`config.mk`:
```
export PLATFORM = sky130hd
export DESIGN_NAME = wave_gen_multi
export DESIGN_NICKNAME = d
export VERILOG_FILES = /design/src/rtl/wave_gen_pkg.sv /design/src/rtl/sine_lut.sv /design/src/rtl/wave_gen_multi.sv
export SDC_FILE = /design/constraint.sdc
export NUM_CORES = 2
export LEC_CHECK = 0
export CAP_MARGIN = 30
export CORE_ASPECT_RATIO = 1.5
export CORE_MARGIN = 2
export CORE_UTILIZATION = 63
export DETAILED_ROUTE_END_ITERATION = 8
export GPL_ROUTABILITY_DRIVEN = 0
export PLACE_DENSITY = 0.81
export SYNTH_ARGS = -nofsm -noshare
export SYNTH_HDL_FRONTEND = slang
export SYNTH_SLANG_ARGS = --single-unit
```
`constraint.sdc`:
```
create_clock -name CLOCK -period 17.46 [get_ports CLOCK]
set_input_delay 3.492 -clock CLOCK [delete_from_list [all_inputs] [get_ports CLOCK]]
set_output_delay 3.492 -clock CLOCK [all_outputs]
set_load 0.02 [all_outputs]
```
`src/rtl/wave_gen_pkg.sv`:
```
// wave_gen_pkg: shared encodings and reset constants for the multi-channel
// waveform generator.
//   - wave encodings used by cfg_wave and the per-channel active/shadow config
//   - sequencer state enum (exported on wave_gen_multi.state_o)
//   - reset values of the channel configuration
package wave_gen_pkg;

   localparam logic [1:0] WAVE_SINE  = 2'd0;
   localparam logic [1:0] WAVE_PULSE = 2'd1;
   localparam logic [1:0] WAVE_TRI   = 2'd2;
   localparam logic [1:0] WAVE_SAW   = 2'd3;

   typedef enum logic [1:0] {
      ST_IDLE  = 2'd0,
      ST_ISSUE = 2'd1,
      ST_DRAIN = 2'd2,
      ST_DONE  = 2'd3
   } wg_state_t;

   // Reset configuration. The reset max is "all ones" at the instance's
   // sample width, so it is written as '1 where it is used.
   localparam logic [1:0] RST_WAVE = WAVE_SINE;
   localparam int         RST_STEP = 0;
   localparam int         RST_MIN  = 0;
   localparam logic [6:0] RST_DUTY = 7'd50;

   localparam logic [6:0] DUTY_MAX = 7'd100;

endpackage

```
`src/rtl/sine_lut.sv`:
```
// sine_lut: registered quarter-wave sine table, one cycle of latency.
//   CLOCK, RESET : clock, asynchronous active-high reset
//   phase_i[9:0] : top 10 phase bits (quadrant in [9:8], position in [7:0])
//   u_o[DW-1:0]  : unit-level sine sample, centred on 2^(DW-1)
// The 256 quarter-wave entries e[k] = round((2^(DW-1)-1)*sin(pi(2k+1)/1024))
// are elaborated from an integer Taylor series, so the table is pure
// constants after elaboration.
module sine_lut #(
   parameter int DW = 12
) (
   input  logic          CLOCK,
   input  logic          RESET,
   input  logic [9:0]    phase_i,
   output logic [DW-1:0] u_o
);

   // pi in Q30 fixed point
   localparam longint PI_Q30 = 64'sd3373259426;

   function automatic logic [DW-2:0] entry(input int k);
      longint x;
      longint x2;
      longint term;
      longint s;
      longint e;
      x    = (PI_Q30 * longint'(2 * k + 1)) / 64'sd1024;
      x2   = (x * x) >>> 30;
      term = x;
      s    = x;
      // sin(x) = x - x^3/3! + x^5/5! - ... ; seven correction terms are
      // far below one LSB for x <= pi/2.
      for (int n = 1; n <= 7; n++) begin
         term = -((term * x2) >>> 30) / longint'((2 * n) * (2 * n + 1));
         s    = s + term;
      end
      e = (longint'((1 << (DW - 1)) - 1) * s + (longint'(1) <<< 29)) >>> 30;
      return e[DW-2:0];
   endfunction

   logic [DW-2:0] rom [256];

   for (genvar g = 0; g < 256; g++) begin : g_rom
      localparam logic [DW-2:0] ENTRY = entry(g);
      assign rom[g] = ENTRY;
   end

   logic [7:0]    idx;
   logic [DW-2:0] e_sel;
   logic [DW-1:0] u_d;
   logic [DW-1:0] u_q;

   // Odd quadrants run the quarter wave backwards; the second half of the
   // period sits below mid-scale.
   always_comb begin
      idx   = phase_i[8] ? ~phase_i[7:0] : phase_i[7:0];
      e_sel = rom[idx];
      if (phase_i[9]) begin
         u_d = {1'b0, {(DW-1){1'b1}}} - {1'b0, e_sel};
      end else begin
         u_d = {1'b1, {(DW-1){1'b0}}} + {1'b0, e_sel};
      end
   end

   always_ff @(posedge CLOCK or posedge RESET) begin
      if (RESET) begin
         u_q <= '0;
      end else begin
         u_q <= u_d;
      end
   end

   assign u_o = u_q;

endmodule

```
`src/rtl/wave_gen_multi.sv`:
```
// wave_gen_multi: N-channel phase-accumulator waveform generator sharing one
// engine across channels, sequenced once per sample tick.
//   CLOCK, RESET    : clock, asynchronous active-high reset
//   tick            : one-cycle sample strobe; honoured only in IDLE
//   enable[NCH]     : per-channel run (0 = phase held at 0, output = min)
//   cfg_valid/ready : config write handshake (see below)
//   cfg_ch/wave/step/min/max/duty : config payload
//   cfg_err         : one-cycle pulse after a rejected write
//   sample          : lane c at [c*DW +: DW], all lanes load together
//   sample_valid    : one-cycle pulse when sample updates
//   overrun         : sticky, set by a tick arriving outside IDLE
//   state_o         : sequencer state, for observation
// Requires PW >= DW+1 and PW >= 10.
module wave_gen_multi
   import wave_gen_pkg::*;
#(
   parameter int NCH = 2,
   parameter int DW  = 12,
   parameter int PW  = 24,
   localparam int CHW = (NCH > 1) ? $clog2(NCH) : 1
) (
   input  logic              CLOCK,
   input  logic              RESET,
   input  logic              tick,
   input  logic [NCH-1:0]    enable,
   input  logic              cfg_valid,
   output logic              cfg_ready,
   input  logic [CHW-1:0]    cfg_ch,
   input  logic [1:0]        cfg_wave,
   input  logic [PW-1:0]     cfg_step,
   input  logic [DW-1:0]     cfg_min,
   input  logic [DW-1:0]     cfg_max,
   input  logic [6:0]        cfg_duty,
   output logic              cfg_err,
   output logic [NCH*DW-1:0] sample,
   output logic              sample_valid,
   output logic              overrun,
   output wg_state_t         state_o
);

   // Handshake: a config beat transfers on a rising edge where
   // cfg_valid && cfg_ready. cfg_ready is high only while IDLE and does not
   // depend on cfg_valid. A transferred beat is either stored in the shadow
   // register or rejected with cfg_err one cycle later.

   wg_state_t      state_q, state_d;
   logic [CHW-1:0] ch_q, ch_d;
   logic           drain_q, drain_d;

   logic [PW-1:0]  phase_q    [NCH];
   logic [1:0]     act_wave_q [NCH];
   logic [PW-1:0]  act_step_q [NCH];
   logic [DW-1:0]  act_min_q  [NCH];
   logic [DW-1:0]  act_max_q  [NCH];
   logic [6:0]     act_duty_q [NCH];
   logic [1:0]     sh_wave_q  [NCH];
   logic [PW-1:0]  sh_step_q  [NCH];
   logic [DW-1:0]  sh_min_q   [NCH];
   logic [DW-1:0]  sh_max_q   [NCH];
   logic [6:0]     sh_duty_q  [NCH];

   logic [DW-1:0]  stage_q    [NCH];
   logic [NCH*DW-1:0] sample_q;
   logic           sample_valid_q;
   logic           cfg_err_q;
   logic           overrun_q;

   // ---------------------------------------------------------------- FSM
   always_comb begin
      state_d = state_q;
      ch_d    = ch_q;
      drain_d = drain_q;
      case (state_q)
         ST_IDLE: begin
            if (tick) begin
               state_d = ST_ISSUE;
               ch_d    = '0;
            end
         end
         ST_ISSUE: begin
            if (ch_q == CHW'(NCH - 1)) begin
               state_d = ST_DRAIN;
               ch_d    = '0;
               drain_d = 1'b0;
            end else begin
               ch_d = ch_q + CHW'(1);
            end
         end
         ST_DRAIN: begin
            // Two cycles let the last channel clear the multiply and
            // staging stages.
            drain_d = 1'b1;
            if (drain_q) begin
               state_d = ST_DONE;
            end
         end
         ST_DONE: begin
            state_d = ST_IDLE;
         end
         default: begin
            state_d = ST_IDLE;
         end
      endcase
   end

   always_ff @(posedge CLOCK or posedge RESET) begin
      if (RESET) begin
         state_q <= ST_IDLE;
         ch_q    <= '0;
         drain_q <= 1'b0;
      end else begin
         state_q <= state_d;
         ch_q    <= ch_d;
         drain_q <= drain_d;
      end
   end

   // ------------------------------------------------------- config write
   logic cfg_acc;
   logic cfg_bad;
   logic cfg_wr;

   assign cfg_ready = (state_q == ST_IDLE);
   assign cfg_acc   = cfg_valid && cfg_ready;
   assign cfg_bad   = (cfg_min > cfg_max) || (cfg_duty > DUTY_MAX) ||
                      (int'(cfg_ch) >= NCH);
   assign cfg_wr    = cfg_acc && !cfg_bad;

   // ---------------------------------------- stage 0: read + unit level
   logic [PW-1:0] p_cur;
   logic [1:0]    w_cur;
   logic [6:0]    duty_cur;
   logic [DW-1:0] tri_t;
   logic          pulse_hi;
   logic [DW-1:0] u_raw;
   logic [PW:0]   sum_w;
   logic          issue;

   assign issue = (state_q == ST_ISSUE);
   assign sum_w = {1'b0, phase_q[ch_q]} + {1'b0, act_step_q[ch_q]};

   always_comb begin
      p_cur    = phase_q[ch_q];
      w_cur    = act_wave_q[ch_q];
      duty_cur = act_duty_q[ch_q];
      tri_t    = p_cur[PW-2 -: DW];
      // Integer form of "phase fraction < duty percent".
      pulse_hi = (17'(p_cur[PW-1 -: 10]) * 17'd100) < (17'(duty_cur) * 17'd1024);
      u_raw    = '0;
      case (w_cur)
         WAVE_SAW:   u_raw = p_cur[PW-1 -: DW];
         WAVE_TRI:   u_raw = p_cur[PW-1] ? ~tri_t : tri_t;
         WAVE_PULSE: u_raw = pulse_hi ? '1 : '0;
         default:    u_raw = '0;
      endcase
   end

   logic [DW-1:0] lut_u;

   sine_lut #(.DW(DW)) u_sine_lut (
      .CLOCK   (CLOCK),
      .RESET   (RESET),
      .phase_i (p_cur[PW-1 -: 10]),
      .u_o     (lut_u)
   );

   logic           s0_valid_q;
   logic [CHW-1:0] s0_ch_q;
   logic [1:0]     s0_wave_q;
   logic [DW-1:0]  s0_u_q;
   logic [DW-1:0]  s0_min_q;
   logic [DW-1:0]  s0_max_q;
   logic           s0_en_q;

   // ------------------------------------------- stage 1: scale to range
   logic [DW-1:0] u_sel;
   logic [DW:0]   span;
   logic [DW-1:0] out_d;

   always_comb begin
      u_sel = (s0_wave_q == WAVE_SINE) ? lut_u : s0_u_q;
      if (!s0_en_q) begin
         u_sel = '0;
      end
      span  = {1'b0, s0_max_q} - {1'b0, s0_min_q} + {{DW{1'b0}}, 1'b1};
      out_d = s0_min_q +
              DW'(((2*DW+1)'(span) * (2*DW+1)'(u_sel)) >> DW);
   end

   logic           s1_valid_q;
   logic [CHW-1:0] s1_ch_q;
   logic [DW-1:0]  s1_out_q;

   always_ff @(posedge CLOCK or posedge RESET) begin
      if (RESET) begin
         s0_valid_q <= 1'b0;
         s0_ch_q    <= '0;
         s0_wave_q  <= RST_WAVE;
         s0_u_q     <= '0;
         s0_min_q   <= '0;
         s0_max_q   <= '0;
         s0_en_q    <= 1'b0;
         s1_valid_q <= 1'b0;
         s1_ch_q    <= '0;
         s1_out_q   <= '0;
      end else begin
         s0_valid_q <= issue;
         s0_ch_q    <= ch_q;
         s0_wave_q  <= w_cur;
         s0_u_q     <= u_raw;
         s0_min_q   <= act_min_q[ch_q];
         s0_max_q   <= act_max_q[ch_q];
         s0_en_q    <= enable[ch_q];
         s1_valid_q <= s0_valid_q;
         s1_ch_q    <= s0_ch_q;
         s1_out_q   <= out_d;
      end
   end

   // ---------------------------- phase, config, staging and output regs
   always_ff @(posedge CLOCK or posedge RESET) begin
      if (RESET) begin
         for (int c = 0; c < NCH; c++) begin
            phase_q[c]    <= '0;
            act_wave_q[c] <= RST_WAVE;
            act_step_q[c] <= PW'(RST_STEP);
            act_min_q[c]  <= DW'(RST_MIN);
            act_max_q[c]  <= '1;
            act_duty_q[c] <= RST_DUTY;
            sh_wave_q[c]  <= RST_WAVE;
            sh_step_q[c]  <= PW'(RST_STEP);
            sh_min_q[c]   <= DW'(RST_MIN);
            sh_max_q[c]   <= '1;
            sh_duty_q[c]  <= RST_DUTY;
            stage_q[c]    <= '0;
         end
         sample_q       <= '0;
         sample_valid_q <= 1'b0;
         cfg_err_q      <= 1'b0;
         overrun_q      <= 1'b0;
      end else begin
         for (int c = 0; c < NCH; c++) begin
            if (issue && (ch_q == CHW'(c))) begin
               if (enable[c]) begin
                  phase_q[c] <= sum_w[PW-1:0];
                  // Phase wrap is the only glitch-free point to switch
                  // to the pending configuration.
                  if (sum_w[PW]) begin
                     act_wave_q[c] <= sh_wave_q[c];
                     act_step_q[c] <= sh_step_q[c];
                     act_min_q[c]  <= sh_min_q[c];
                     act_max_q[c]  <= sh_max_q[c];
                     act_duty_q[c] <= sh_duty_q[c];
                  end
               end else begin
                  phase_q[c] <= '0;
               end
            end
            if (cfg_wr && (cfg_ch == CHW'(c))) begin
               sh_wave_q[c] <= cfg_wave;
               sh_step_q[c] <= cfg_step;
               sh_min_q[c]  <= cfg_min;
               sh_max_q[c]  <= cfg_max;
               sh_duty_q[c] <= cfg_duty;
               // A stopped channel has no wrap to wait for.
               if (!enable[c]) begin
                  act_wave_q[c] <= cfg_wave;
                  act_step_q[c] <= cfg_step;
                  act_min_q[c]  <= cfg_min;
                  act_max_q[c]  <= cfg_max;
                  act_duty_q[c] <= cfg_duty;
               end
            end
            if (s1_valid_q && (s1_ch_q == CHW'(c))) begin
               stage_q[c] <= s1_out_q;
            end
            if (state_q == ST_DONE) begin
               sample_q[c*DW +: DW] <= stage_q[c];
            end
         end
         sample_valid_q <= (state_q == ST_DONE);
         cfg_err_q      <= cfg_acc && cfg_bad;
         if (tick && (state_q != ST_IDLE)) begin
            overrun_q <= 1'b1;
         end
      end
   end

   assign sample       = sample_q;
   assign sample_valid = sample_valid_q;
   assign cfg_err      = cfg_err_q;
   assign overrun      = overrun_q;
   assign state_o      = state_q;

endmodule

```
==> impl_metrics.ini <==
[grt]
grt_pass1_vias = 22800
grtUsageMet1_pct = 38.7
busiest_layer = met2
grtUsageMet2_pct = 54.1
grt_first_pass_wirelength_mm = 115
grt_overflow = 0
track_usage_pct = 31.4
antenna_found_initial = 0
grt_max_degree = 120
use_met3_pct = 3.95

[floorplan]
fp.dieArea_um2 = 45300
num_io_pins = 94
die_h_um = 260
start_util_pct = 63.9
core_region_area_um2 = 42900
die_w_um = 174
placementRows = 93

[place]
detailed_place.area_um2 = 28800
portBuffers = 93
dp_hpwl_mm = 48.2

[critical_path]
cp-start-kind = flop
cp.required_ns = 17.95
reg2reg_slack_ns = 7.67
r2r_cells = 38
startpoint = s0_min_q[1]
crit_slowest_cell = fa_1
critPathKind = flop to flop
cp_data_arrival_time_ns = 10.29
reg2reg_to = s1_out_q[11]
timing.rr.start = s0_min_q[1]
crit_path_end_kind = flop
slowest_delay_ns = 0.58
cp_max_fo = 8

[timing]
setup_viol = 0
worst_slew_pin_slew_ns = 1.02
slew_headroom_pct = 30.5
fin_crit_ns = 9.79
worst_hold_slack_ns = 0.347
hold_viol_final = 0
rsz0062_at_grt = no
fmax_mhz = 102
fin_setup_tns_ns = 0
slew_violations = 0
skew_ns = 0.0368
fin_crit_sh_pct = 56.1

[yosys]
netlist_area_um2 = 27400
ys.flop_type = dfrtp_1
synth_nets = 3219
synthTopCellsByCount = nand2_1 (413), dfrtp_1 (338), nor2_1 (257), mux2_2 (227), inv_1 (208)
ys_seq_area_share_pct = 36.6
yosysTopAreaCellShare_pct = 30.8
yosys_warnings = 0
synthTopCellsByArea = dfrtp_1 (31%), mux2_2 (9.3%), fa_1 (8.4%), ha_1 (8.3%), dfstp_2 (5.7%)
async_flop_share_pct = 100
synth.most_common_cell = nand2_1
synth_cells = 2858
ys_ff_latch = 398
synth_top_area_cell = dfrtp_1
postSynthAreaPerCell_um2 = 9.60
post_synth_num_cell_types = 75
synth_edf_count = 0

[drt]
vias_per_cell = 6.39
num_vias = 22100
routedWlPerCell_um = 20.3
drt_iter0_markers = 2489
drt-total-wl_mm = 70.2
drc = 1
first_pass_iters = 9
ant_nets = 0

[cts]
post_cts_buffers = 0
cts_max_path_buffers = 3
clk_latency_ns = 0.57
cts_resized = 0
cts_root_buf = clkbuf_16
tritoncts = built
clk_pin_slew_ns = 0.06
cts_sinks = 398
cts_max_level = 2
hold_buffers = 0
cts_buffers = 38

[cells_and_area]
fin_util_pct = 70.3
final_cell_area_um2 = 30200
area_growth_pct = 9.99
layout-drive-gt1-share_pct = 14.7
fin_nets = 3221
fillers = 3039

[min_path]
whs_path_depth = 0
holdPathEnd = s1_ch_q
holdCritStartpoint = s0_ch_q
hold_path.class = flop to flop

[job]
maxCapViolations = 0

[run_status]
violations = DRC
status = finished, violations left
layout by cell type, fill, tap and decap left out, types with 9 or more instances in the layout:
cell type / Yosys / routed
nand2_1: 413 / 411
dfrtp_1: 338 / 337
nor2_1: 257 / 257
mux2_2: 227 / 227
inv_1: 208 / 207
ha_1: 182 / 182
a31oi_1: 115 / 115
fa_1: 115 / 115
clkdlybuf4s50_1: 0 / 93
o21ai_0: 91 / 91
a21oi_1: 89 / 89
xnor2_1: 79 / 79
dfstp_2: 60 / 60
o211ai_1: 56 / 56
nand3_1: 55 / 55
clkbuf_16: 0 / 39
a22o_1: 34 / 34
buf_4: 10 / 33
xor2_1: 31 / 31
mux2i_1: 32 / 30
nor3_1: 28 / 28
nand2b_1: 22 / 22
a21o_1: 21 / 21
nor2b_1: 20 / 20
a211oi_1: 19 / 19
o21a_1: 13 / 13
o31ai_1: 12 / 12
o221ai_1: 11 / 11
o21bai_1: 10 / 10
nand4_1: 10 / 10
o311ai_0: 10 / 10
clkbuf_8: 0 / 10
o22ai_1: 9 / 9
sequential cells by signal, indices dropped and copies added (netlist names), 24 cells and up:
name,cells
sh_min_q,24
act_min_q,24
act_step_q,48
sh_max_q,24
phase_q,48
sample,24
sh_step_q,48
act_max_q,24
stage_q,24
metal layers:
layer,vias to the layer above,part of all wire [%]
met3,320,7.1
met4,0,5.3
li1,9842,-
met1,10800,38
met2,1145,50
met5,-,0
critical path, delay by kind of cell (launching register included):
family / cells / cell delay, ns
AO/OA/AOI/OAI: 14 / 3.62
XOR/XNOR: 5 / 1.06
adder cells (fa/ha/maj): 9 / 3.62
buffers and inverters: 4 / 0.18
flip-flops: 1 / 0.43
AND/OR/NAND/NOR: 6 / 0.81
through the flow:
step                std cells  setup WS, ns
CTS                      3457          7.74
global placement         3384          8.15
floorplan                2858          3.00
detailed placement       3387          7.78
finish                   3461          7.67
global route             3460          6.92
worst max path at each step:
stage / endpoint / cells after the start
after floorplan: act_duty_q[0] / 1
after global placement: s1_out_q[11] / 38
after detailed placement: s1_out_q[11] / 38
after CTS: s1_out_q[11] / 38
after global routing: s1_out_q[11] / 39
final: s1_out_q[11] / 38
area by class of cell:
cell class / count / area [µm²] / area share [%]
multi-input combinational: 2079 / 16000 / 52.9
sequential: 398 / 10000 / 33.3
timing repair buffer: 130 / 1290 / 4.26
clock buffer: 54 / 1110 / 3.68
inverter: 213 / 810 / 2.68
tap: 570 / 713 / 2.36
clock inverter: 16 / 262 / 0.866
antenna: 1 / 2.50 / 0.00829
kinds of logic after synthesis:
logic type / count (synthesis) / share of synthesized area (%)
simple gates: 844 / 12.9
compound gates: 560 / 13.6
flops: 398 / 36.6
buf+inv: 381 / 5.68
fa+ha+maj: 297 / 16.7
mux: 267 / 11.0
xor+xnor: 111 / 3.57
Power is left out: the tool's default activity adds up to more than one toggle a clock period on the data nets, which glitch-free logic cannot reach.
